--- src/rtl/keypad_pkg.sv ---
// Shared types and constants for the 4x4 matrix keypad scanner.
package keypad_pkg;

   localparam int NUM_ROWS = 4;
   localparam int NUM_COLS = 4;

   typedef enum logic {
      SCAN = 1'b0,
      HOLD = 1'b1
   } scan_state_t;

   // Row-major: KEYMAP[row][col]
   localparam logic [3:0] KEYMAP [NUM_ROWS][NUM_COLS] = '{
      '{4'h1, 4'h2, 4'h3, 4'hA},
      '{4'h4, 4'h5, 4'h6, 4'hB},
      '{4'h7, 4'h8, 4'h9, 4'hC},
      '{4'hE, 4'h0, 4'hF, 4'hD}
   };

endpackage

--- src/rtl/sync_2ff.sv ---
// Two-flop synchronizer for asynchronous inputs; both stages reset to RESET_VAL.
module sync_2ff #(
   parameter int                WIDTH     = 1,
   parameter logic [WIDTH-1:0]  RESET_VAL = '0
) (
   input  logic             clk,
   input  logic             reset,
   input  logic [WIDTH-1:0] d,
   output logic [WIDTH-1:0] q
);

   logic [WIDTH-1:0] sync_p0;
   logic [WIDTH-1:0] sync_p1;

   always_ff @(posedge clk) begin
      if (reset) begin
         sync_p0 <= RESET_VAL;
         sync_p1 <= RESET_VAL;
      end else begin
         sync_p0 <= d;
         sync_p1 <= sync_p0;
      end
   end

   assign q = sync_p1;

endmodule

--- src/rtl/keypad_scanner.sv ---
// 4x4 keypad column scanner: drives one column low at a time, locks onto the
// first key found and holds that column until the key is released.
module keypad_scanner
   import keypad_pkg::*;
#(
   parameter int SETTLE_CYCLES = 4
) (
   input  logic       clk,
   input  logic       reset,
   input  logic [3:0] rows,
   output logic [3:0] cols,
   output logic [3:0] key_code,
   output logic       key_pressed
);

   localparam int CNT_W = (SETTLE_CYCLES > 1) ? $clog2(SETTLE_CYCLES) : 1;
   localparam logic [CNT_W-1:0] CNT_LAST = CNT_W'(SETTLE_CYCLES - 1);

   logic [3:0]       rows_s;
   scan_state_t      state, state_nxt;
   logic [1:0]       col_idx, col_idx_nxt;
   logic [1:0]       row_idx, row_idx_nxt;
   logic [CNT_W-1:0] settle_cnt, settle_cnt_nxt;
   logic [3:0]       cols_nxt;
   logic [3:0]       key_code_nxt;
   logic             key_pressed_nxt;
   logic             hit;
   logic [1:0]       hit_row;

   sync_2ff #(
      .WIDTH     (NUM_ROWS),
      .RESET_VAL (4'b1111)
   ) u_rows_sync (
      .clk   (clk),
      .reset (reset),
      .d     (rows),
      .q     (rows_s)
   );

   // Lowest-index active (low) row wins when several share the column.
   always_comb begin
      hit     = 1'b0;
      hit_row = 2'd0;
      for (int r = NUM_ROWS - 1; r >= 0; r--) begin
         if (!rows_s[r]) begin
            hit     = 1'b1;
            hit_row = 2'(r);
         end
      end
   end

   always_comb begin
      state_nxt       = state;
      col_idx_nxt     = col_idx;
      row_idx_nxt     = row_idx;
      settle_cnt_nxt  = settle_cnt;
      key_code_nxt    = key_code;
      key_pressed_nxt = key_pressed;
      case (state)
         SCAN: begin
            if (settle_cnt == CNT_LAST) begin
               if (hit) begin
                  state_nxt       = HOLD;
                  row_idx_nxt     = hit_row;
                  key_code_nxt    = KEYMAP[hit_row][col_idx];
                  key_pressed_nxt = 1'b1;
               end else begin
                  col_idx_nxt    = col_idx + 2'd1;
                  settle_cnt_nxt = '0;
               end
            end else begin
               settle_cnt_nxt = settle_cnt + CNT_W'(1);
            end
         end
         HOLD: begin
            // Only the locked row matters; every other key is ignored here.
            if (rows_s[row_idx]) begin
               state_nxt       = SCAN;
               key_pressed_nxt = 1'b0;
               col_idx_nxt     = col_idx + 2'd1;
               settle_cnt_nxt  = '0;
            end
         end
         default: begin
            state_nxt       = SCAN;
            settle_cnt_nxt  = '0;
            key_pressed_nxt = 1'b0;
         end
      endcase
      cols_nxt = ~(4'b0001 << col_idx_nxt);
   end

   always_ff @(posedge clk) begin
      if (reset) begin
         state       <= SCAN;
         col_idx     <= 2'd0;
         row_idx     <= 2'd0;
         settle_cnt  <= '0;
         cols        <= 4'b1110;
         key_code    <= 4'hF;
         key_pressed <= 1'b0;
      end else begin
         state       <= state_nxt;
         col_idx     <= col_idx_nxt;
         row_idx     <= row_idx_nxt;
         settle_cnt  <= settle_cnt_nxt;
         cols        <= cols_nxt;
         key_code    <= key_code_nxt;
         key_pressed <= key_pressed_nxt;
      end
   end

endmodule

--- config.mk ---
export PLATFORM = sky130hd
export DESIGN_NAME = keypad_scanner
export DESIGN_NICKNAME = d
export VERILOG_FILES = /design/src/rtl/keypad_pkg.sv /design/src/rtl/sync_2ff.sv /design/src/rtl/keypad_scanner.sv
export SDC_FILE = /design/constraint.sdc
export NUM_CORES = 1
export LEC_CHECK = 0
export BUFFER_PORTS_ARGS = -buffer_cell sky130_fd_sc_hd__buf_2
export CORE_ASPECT_RATIO = 1.25
export CORE_MARGIN = 2
export CORE_UTILIZATION = 35
export CTS_BUF_LIST = sky130_fd_sc_hd__clkbuf_8
export CTS_CLUSTER_DIAMETER = 80
export DETAILED_ROUTE_END_ITERATION = 8
export SKIP_CTS_REPAIR_TIMING = 1
export SYNTH_ARGS = -nofsm -noshare
export SYNTH_HDL_FRONTEND = slang
export SYNTH_SLANG_ARGS = --single-unit
--- constraint.sdc ---
create_clock -name clk -period 2.7 [get_ports clk]
set_input_delay 0.405 -clock clk [delete_from_list [all_inputs] [get_ports clk]]
set_output_delay 0.405 -clock clk [all_outputs]
set_load 0.005 [all_outputs]
==> metrics <==
EDFF count, synth=0; R2R Setup Slk=990 ps; status=completed; Die Wd=53.62 um; Worst Path Required=2860 ps; DRC Markers=0; antenna fix cells=0; # nets final=136; clock latency on the worst-skew pair=260 ps; Top Ports=15; total track usage=0.1246; gr ovfl total=0; total chip power=0.6657 mW; Final Slew Violations=0; Tightest Pin Transition=456.7 ps; Post-Route WL=1.964 mm; number of hold violations in the final report=0; I/O Buffers=14; first-pass GRT wire length=3.215 mm; worst path arrival time=1860 ps; Setup crit end kind=register; Die Span Y=66.03 um; layout cells sized above 1=0.2520; Area contributors post-synth=dfxtp_1 (45%), or2_2 (4.6%), nand2_1 (3.8%); switching power=0.1579 mW; clock transition at the registers of the reported paths=80 ps; Site Rows=22; switching part of the total=0.2372; initial antenna violation count=0; Post-Syn Nets=125; setup ws final=991.5 ps; DR WL/cell=12.05 um; pre-CTS WS=1052 ps; core area=0.002945 mm^2; final setup TNS=0 ps; Area Growth Syn to Fin=11.03%; Crit Path Category=register to register; clock network power share=0.309; Clock Tree Root=clkbuf_8; worst rel slew slack=0.6951; Gate power share=0.106; Die Area=0.003541 mm^2; CTS max path bufs=2; Worst Clk Skew=2.734 ps; leading area contributor after synthesis=dfxtp_1; Worst Hold Class=primary input to register; number of H-tree levels=1; vias in the first global route=734; IR Drop Worst-Case VDD=0.2771 mV; hpwl dp=1.348 mm; mapped cell area=0.001077 mm^2; RSZ-0062 raised after global routing=false; internal power=0.5078 mW; Synth Area per Inst=9.130 um^2; Routability Congestion=0.7856; Via-to-Cell Ratio=5.061; Synth warnings=0; count leader, synth=dfxtp_1; CTS tree=done; leakage=0.4765 nW; antenna-violating nets left=0; Max Fanout on Critical Path=13; sequential-to-total area share from yosys stat=0.4460; final cycle utilization of the critical path=0.6328; WHS=317.6 ps; Fmax=0.5853 GHz; sequential share of power=0.585; initial DRC count=20; pwr/cell area=556.6 mW/mm^2; commonest register cell after synthesis=dfxtp_1; endpoints failing setup=0; FF+latch count, synth=24; Synth top area share=0.4460; Netlist cell types=39; pin count of the biggest net entering global routing=24; Post-synth ARST share=0; synth cell count leaders=dfxtp_1 (24), nand2_1 (11), a21oi_1 (8), nor2_1 (8), or2_2 (8); Synth Instances=118; Final Critical Period=1708 ps; max_cap viols=0; Starting Density=0.3658; Worst setup SP type=register; vias=825; Clock Sinks=24; CTS Buf Count=3; DRT Pass-1 Iters=3
==> metal layers <==
layer / routed length (um) / up-vias / track usage
met2: 911 / 11 / 0.1960
met4: 34 / 0 / 0.06731
met1: 966 / 383 / 0.1547
met5: 0 / - / 0
met3: 52 / 4 / 0.02715
li1: - / 427 / -
==> power by group through the flow <==
stage	combinational, mW	sequential, mW	clock, mW
2_1_floorplan	0.0605	0.389	0
3_3_place_gp	0.0704	0.396	0
3_5_place_dp	0.0713	0.397	0
4_1_cts	0.0716	0.389	0.212
5_1_grt	0.0794	0.392	0.231
6_report	0.0705	0.389	0.206
==> layout by cell type, fill, tap and decap left out, types with 2 or more instances in the layout <==
cell,netlist,layout
dfxtp_1,24,24
buf_2,3,14
nand2_1,11,11
or2_2,8,8
nor2_1,8,8
a21oi_1,8,8
nand2b_1,5,5
o21ai_1,4,4
o21ai_0,4,4
inv_1,3,3
nor2b_1,3,3
clkbuf_8,0,3
mux2i_1,2,2
or3_1,2,2
nand3_1,2,2
o211a_1,2,2
nor3_1,2,2
a221o_1,2,2
==> cell families (layout without fill, tap and decap cells) <==
kind of cell,count (synthesis),after routing,synth area share
buffers and inverters,11,20,0.04529
and+or+nand+nor,51,51,0.2753
muxes,4,4,0.05342
adders and majority gates,1,1,0.01161
AOI/OAI and AO/OA,27,27,0.1684
DFF,24,24,0.4460
==> worst max-delay path, cell delays in order, from the launching register on <==
cell and delay [ps]:
dfxtp_1 590, nand4_2 230, nor3b_4 320, o21ai_2 140, mux2_4 320
==> registers in the layout, summed over array words and instances (netlist names) <==
name	flops
col_idx	2
cols	4
key_code	4
key_pressed	1
row_idx	2
settle_cnt	2
state	1
u_rows_sync.q	4
u_rows_sync.sync_p0	4
==> final timing paths <==
kind	startpoint	end	cells after the start
worst max register to register	u_rows_sync.q[1]$_SDFF_PP1_	col_idx[1]$_SDFF_PP0_	4
worst min-delay path	rows[1]	u_rows_sync.sync_p0[1]$_SDFF_PP1_	2
worst min register to register	u_rows_sync.sync_p0[3]$_SDFF_PP1_	u_rows_sync.q[3]$_SDFF_PP1_	1
worst max-delay path	u_rows_sync.q[1]$_SDFF_PP1_	col_idx[1]$_SDFF_PP0_	4
==> cell type report <==
type                       count  area (um^2)
fill                         295         1749
multi-input combinational     83        548.0
sequential                    24        480.5
timing repair buffer          14        70.07
tap                           36        45.04
clock buffer                   3        41.29
inverter                       3        11.26
==> metrics by stage <==
| step | area [um^2] | instances | util |
|---|---|---|---|
| floorplan | 1077 | 118 | - |
| global placement | 1155 | 160 | 0.3921 |
| detailed placement | 1155 | 160 | 0.3921 |
| CTS | 1196 | 163 | 0.4061 |
| global route | 1196 | 163 | 0.4061 |
| finish | 1196 | 163 | 0.4061 |
No activity file was read; power rests on OpenSTA's default activity.
